File: src/rtl/timer_pkg.sv
// Timer peripheral shared types: register select, offsets,
// CR/SR bit positions and reset values.
package timer_pkg;

  typedef enum logic [2:0] {
    TIMER_NONE,
    TIMER_CR,
    TIMER_SR,
    TIMER_CNTR,
    TIMER_CMPR
  } timer_reg_t;

  localparam logic [3:0] TIMER_OFF_CR   = 4'h0;
  localparam logic [3:0] TIMER_OFF_SR   = 4'h4;
  localparam logic [3:0] TIMER_OFF_CNTR = 4'h8;
  localparam logic [3:0] TIMER_OFF_CMPR = 4'hC;

  localparam int CR_EN       = 0;
  localparam int CR_ONE_SHOT = 1;
  localparam int CR_IRQ_EN   = 2;
  localparam int CR_PSC_LSB  = 8;

  localparam int SR_MATCH = 0;

  localparam logic [31:0] CMPR_RST = 32'hFFFF_FFFF;

endpackage

File: src/rtl/timer_prescaler.sv
// Prescaler: counts 0..psc while en, pulses tick at psc.
// Ports: clk, rst_n, en, clr (restart), psc, tick.
module timer_prescaler #(
  parameter int PSC_WIDTH = 8
) (
  input  logic                 clk,
  input  logic                 rst_n,
  input  logic                 en,
  input  logic                 clr,
  input  logic [PSC_WIDTH-1:0] psc,
  output logic                 tick
);

  logic [PSC_WIDTH-1:0] cnt;

  assign tick = en && (cnt == psc);

  always_ff @(posedge clk or negedge rst_n) begin
    if (!rst_n) begin
      cnt <= '0;
    end else if (!en || clr || tick) begin
      cnt <= '0;
    end else begin
      cnt <= cnt + 1'b1;
    end
  end

endmodule

File: src/rtl/timer_core.sv
// Timer register file + counting engine.
// Ports: clk, rst_n, requested_reg, we, wdata -> rdata, irq.
module timer_core
  import timer_pkg::*;
#(
  parameter int PSC_WIDTH = 8
) (
  input  logic        clk,
  input  logic        rst_n,
  input  timer_reg_t  requested_reg,
  input  logic        we,
  input  logic [31:0] wdata,
  output logic [31:0] rdata,
  output logic        irq
);

  logic                 cr_en;
  logic                 cr_os;
  logic                 cr_ie;
  logic [PSC_WIDTH-1:0] cr_psc;
  logic                 sr_match;
  logic [31:0]          cntr;
  logic [31:0]          cmpr;
  logic                 tick;
  logic                 hit;
  logic                 access;
  logic                 sel_cr;
  logic                 sel_sr;
  logic                 sel_cntr;
  logic                 sel_cmpr;
  logic [31:0]          cr_val;
  logic [31:0]          rd_val;

  assign access   = requested_reg != TIMER_NONE;
  assign sel_cr   = requested_reg == TIMER_CR;
  assign sel_sr   = requested_reg == TIMER_SR;
  assign sel_cntr = requested_reg == TIMER_CNTR;
  assign sel_cmpr = requested_reg == TIMER_CMPR;

  assign hit = tick && (cntr == cmpr);
  assign irq = sr_match & cr_ie;

  timer_prescaler #(
    .PSC_WIDTH(PSC_WIDTH)
  ) u_psc (
    .clk  (clk),
    .rst_n(rst_n),
    .en   (cr_en),
    .clr  (sel_cr && we),
    .psc  (cr_psc),
    .tick (tick)
  );

  always_comb begin
    cr_val = '0;
    cr_val[CR_EN] = cr_en;
    cr_val[CR_ONE_SHOT] = cr_os;
    cr_val[CR_IRQ_EN] = cr_ie;
    cr_val[CR_PSC_LSB +: PSC_WIDTH] = cr_psc;
  end

  always_comb begin
    rd_val = '0;
    unique case (1'b1)
      sel_cr:   rd_val = cr_val;
      sel_sr:   rd_val[SR_MATCH] = sr_match;
      sel_cntr: rd_val = cntr;
      sel_cmpr: rd_val = cmpr;
      default:  rd_val = '0;
    endcase
  end

  // Bus write beats the one-shot EN clear.
  always_ff @(posedge clk or negedge rst_n) begin
    if (!rst_n) begin
      cr_en  <= 1'b0;
      cr_os  <= 1'b0;
      cr_ie  <= 1'b0;
      cr_psc <= '0;
    end else if (sel_cr && we) begin
      cr_en  <= wdata[CR_EN];
      cr_os  <= wdata[CR_ONE_SHOT];
      cr_ie  <= wdata[CR_IRQ_EN];
      cr_psc <= wdata[CR_PSC_LSB +: PSC_WIDTH];
    end else if (hit && cr_os) begin
      cr_en  <= 1'b0;
    end
  end

  // A new match beats W1C.
  always_ff @(posedge clk or negedge rst_n) begin
    if (!rst_n) begin
      sr_match <= 1'b0;
    end else if (hit) begin
      sr_match <= 1'b1;
    end else if (sel_sr && we && wdata[SR_MATCH]) begin
      sr_match <= 1'b0;
    end
  end

  // Bus write beats tick.
  always_ff @(posedge clk or negedge rst_n) begin
    if (!rst_n) begin
      cntr <= '0;
    end else if (sel_cntr && we) begin
      cntr <= wdata;
    end else if (hit) begin
      cntr <= '0;
    end else if (tick) begin
      cntr <= cntr + 32'd1;
    end
  end

  always_ff @(posedge clk or negedge rst_n) begin
    if (!rst_n) begin
      cmpr <= CMPR_RST;
    end else if (sel_cmpr && we) begin
      cmpr <= wdata;
    end
  end

  always_ff @(posedge clk or negedge rst_n) begin
    if (!rst_n) begin
      rdata <= '0;
    end else if (access && !we) begin
      rdata <= rd_val;
    end else begin
      rdata <= '0;
    end
  end

endmodule

File: config.mk
export PLATFORM = sky130hd
export DESIGN_NAME = timer_core
export DESIGN_NICKNAME = d
export VERILOG_FILES = /design/src/rtl/timer_pkg.sv /design/src/rtl/timer_prescaler.sv /design/src/rtl/timer_core.sv
export SDC_FILE = /design/constraint.sdc
export NUM_CORES = 1
export LEC_CHECK = 0
export ABC_CLOCK_PERIOD_IN_PS = 3300
export CAP_MARGIN = 20
export CORE_UTILIZATION = 42
export CTS_BUF_LIST = sky130_fd_sc_hd__clkbuf_16
export CTS_CLUSTER_DIAMETER = 100
export DETAILED_ROUTE_END_ITERATION = 8
export GPL_TIMING_DRIVEN = 0
export PLACE_DENSITY = 0.73
export SYNTH_ARGS = -nofsm -noshare
export SYNTH_HDL_FRONTEND = slang
export SYNTH_HIERARCHICAL = 1
export SYNTH_SLANG_ARGS = --single-unit
File: constraint.sdc
create_clock -name clk -period 3.3 [get_ports clk]
set_input_delay 0.66 -clock clk [delete_from_list [all_inputs] [get_ports clk]]
set_output_delay 0.66 -clock clk [all_outputs]
set_load 0.01 [all_outputs]
==> impl_results.md <==
- Worst-Margin Slew: between 1 and 1.5 ns
- Worst-path clk slew: 0.06 ns
- Final core occ: 0.542
- Avg WL per Cell: between 15 and 20 um
- Yosys top cell area share: 0.342
- Commonest cells post-synth: 84 x dfrtp_1, 81 x nor2_1, 52 x xnor2_1, 46 x nand2_1, 41 x mux2_2
- Achievable frequency: around 320 MHz
- Routed Antenna Nets: 0
- Fin nets: ~750
- Initial Utilization: 0.436
- Fin crit share: 0.942
- Ports: 71
- Placed cells: 870
- Outcome: finished, final reports clean
- Row count: 43
- Async set or reset register ratio after synthesis: 1.00
- Final RePlAce weighted congestion: 0.916
- Internal power: approximately 3.1 mW
- # setup viols final: 0
- Synthesized flop and latch total: 116
- Postcts setup bufs: 0
- Final Skew: about 0.0067 ns
- Met1 usage: 0.337
- CP startpoint kind: register
- Largest net degree at the start of global routing: between 60 and 70
- Vias in the first global route: 5057
- TNS Setup: 0 ns
- Final Hold Viols: 0
- CTS tree: done
- Most used flip-flop cell after synthesis: dfrtp_1
- Die height: around 120 um
- Hold_buf cts: 0
- First-pass GRT wire length: 27700 um
- CTS buffer count: 17
- DRT iter0 DRCs: 480
- Synth Net Count: 660
- Initial antenna violation count: 0
- Seq. cell area: ~2900 um^2
- Maximum fanout along the worst path: 10
- Count of different cell masters after synthesis: 53
- Switching pwr: roughly 1.3 mW
- Total number of vias: approximately 5200
- Syn Area/Cell: just under 10 um^2
- GRT overflow: 0
- Design Power: 4.48 mW
- Relative slew margins: 0.326
- Setup ws final: between 0.15 and 0.2 ns
- Layout area overhead: 24.3%
- Final wirelength: 17600 um
- Area occupied by multi-input gates: 2970 um^2
- Post-route cell area: approximately 7600 um^2
- Most numerous cell in the Yosys netlist: dfrtp_1
- Port bufs: 69
- Hold Crit Class: input pin to asynchronous set/reset pin
- Endpoint class of the critical path: register
- Post-DP Area: 7090 um^2
- Syn Inst Count: 620
- GRT Total Usage: 0.249
- Core area: roughly 14000 um^2
- Max Transition Viols Final: 0
- Mapped Area: 6150 um^2
- Sequential element share of the synthesized area: 0.479
- Antenna cell count: 0
- YS warnings: 6
- EDFF count, synth: 0
- Htree depth: 4
- RSZ-0062 raised after global routing: no
- Pwr dens: 585 nW/um^2
- Final Critical Period: 3.11 ns
- Vias per inst: about 5.7
- Clock Latency Late Sink: approximately 0.42 ns
- Layout fillers: ~1200
- CP required: 3.60 ns
- Arrival @ worst endpoint: around 3.4 ns
- Fraction of layout cells with a size suffix above 1: 0.198
- Place WS: -0.121 ns
- Switch share: 0.301
- M3 GR Usage: 0.0503
- Sequential power share: 0.423
- Leakage: about 3.0 nW
- Fin cells: between 900 and 1000
- Die width: 123 um
- Clock Sinks: roughly 120
- Kind of critical path: register to register
- Remaining DRCs: 0
- Max-cap viol count: 0
- CTS max path bufs: 2
- Area contributors post-synth: dfrtp_1 34%, dfstp_2 14%, mux2_2 7.5%
- Met2 usage: 0.393
- Min Hold Slack: ~0.28 ns
- Busiest grt layer: met2
- Peak VDD IR: between 0.3 and 0.4 mV
- Comb pwr share: 0.190
- Post-DP HPWL: approximately 13000 um
- Clk pwr share: 0.387
- Clk root buf: clkbuf_16
- Die footprint: 15100 um^2
- Leading area contributor after synthesis: dfrtp_1
- First-pass iteration count of the detailed router: 6
==> sequential cells by signal, summed over array words and instances (netlist names) <==
signal and cells:
u_psc/cnt 8, cmpr 32, rdata 32, sr_match 1
cr_ie 1, cr_en 1, cntr 32, cr_os 1
cr_psc 8
==> critical path, cell delays in order, from the launching register on <==
cell	delay [ns]
dfrtp_1	0.44
xnor2_1	0.19
nand2_1	0.13
nor4_1	0.33
and2_1	0.51
o21ai_0	0.20
nor4_1	0.36
nand4_1	0.13
nor2_1	0.28
buf_2	0.33
nor2_1	0.09
==> layer usage <==
metal / up-vias / wire, um / share of wire
met2: 196 / 8180 / 0.46
met1: 2547 / 7940 / 0.45
li1: 2368 / - / -
met3: 40 / 1030 / 0.058
met4: 0 / 471 / 0.027
met5: - / 0 / 0
==> area by class of cell <==
cell class	count	area share
Multi-Input combinational cell	451	0.389
Timing Repair Buffer	70	0.0936
Tap cell	180	0.0295
Sequential cell	116	0.385
Clock buffer	17	0.0556
Clock inverter	15	0.0172
Inverter	8	0.00393
Buffer	44	0.0267
==> power groups by stage <==
stage	combinational [mW]	sequential, mW	clock, mW
floorplan	0.568	1.86	0
global placement	0.817	1.90	0
detailed placement	0.839	1.91	0
CTS	0.849	1.89	1.76
global route	0.927	1.92	1.82
finish	0.852	1.89	1.73
==> path summary, 6_finish.rpt <==
kind                               from            to  slack [ns]  cells after the start
setup / recovery           u_psc/cnt[2]       cntr[5]        0.19                     10
hold / removal                    rst_n      rdata[0]        0.28                      1
setup reg to reg           u_psc/cnt[2]       cntr[5]        0.19                     10
hold reg to reg            u_psc/cnt[0]  u_psc/cnt[0]        0.49                      1
max in group asynchronous         rst_n      cmpr[19]        2.18                      2
min in group clk           u_psc/cnt[0]  u_psc/cnt[0]        0.49                      1
==> what timing repair did <==
action | in CTS | in global routing
hold endpoints to repair | 0 | 0
endpoints found under the setup margin | 2 | 17
resized for setup | 2 | 0
==> cells by family (layout without fill, tap and decap cells) <==
group / after synthesis / after routing / share of synthesized area
AND/OR/NAND/NOR: 252 / 252 / 0.212
flip-flops: 116 / 116 / 0.479
AO/OA/AOI/OAI: 96 / 96 / 0.106
XOR/XNOR: 59 / 59 / 0.0853
buffers and inverters: 53 / 154 / 0.0382
multiplexers: 42 / 42 / 0.0767
adder cells (fa/ha/maj): 2 / 2 / 0.00407
==> placed cells by master, fill, tap and decap left out, types with 4 or more instances in the layout <==
cell and n:
dfrtp_1 84, nor2_1 81, clkdlybuf4s50_1 68, xnor2_1 52
nand2_1 46, mux2_2 41, a22oi_1 32, dfstp_2 32
a21oi_1 31, nand4_1 31, clkbuf_1 20, nand3_1 20
buf_2 17, clkbuf_16 17, and3_1 12, nor3_1 12
inv_1 8, nor3b_1 7, o21ai_1 6, or3_1 6
xor2_1 6, nand2b_1 5, nor2b_1 5, buf_4 5
and2_1 5, nor4b_1 5, o21ai_0 5, nor4_1 4
o31ai_1 4, clkinvlp_4 4
No activity file was read; power rests on OpenSTA's default activity.
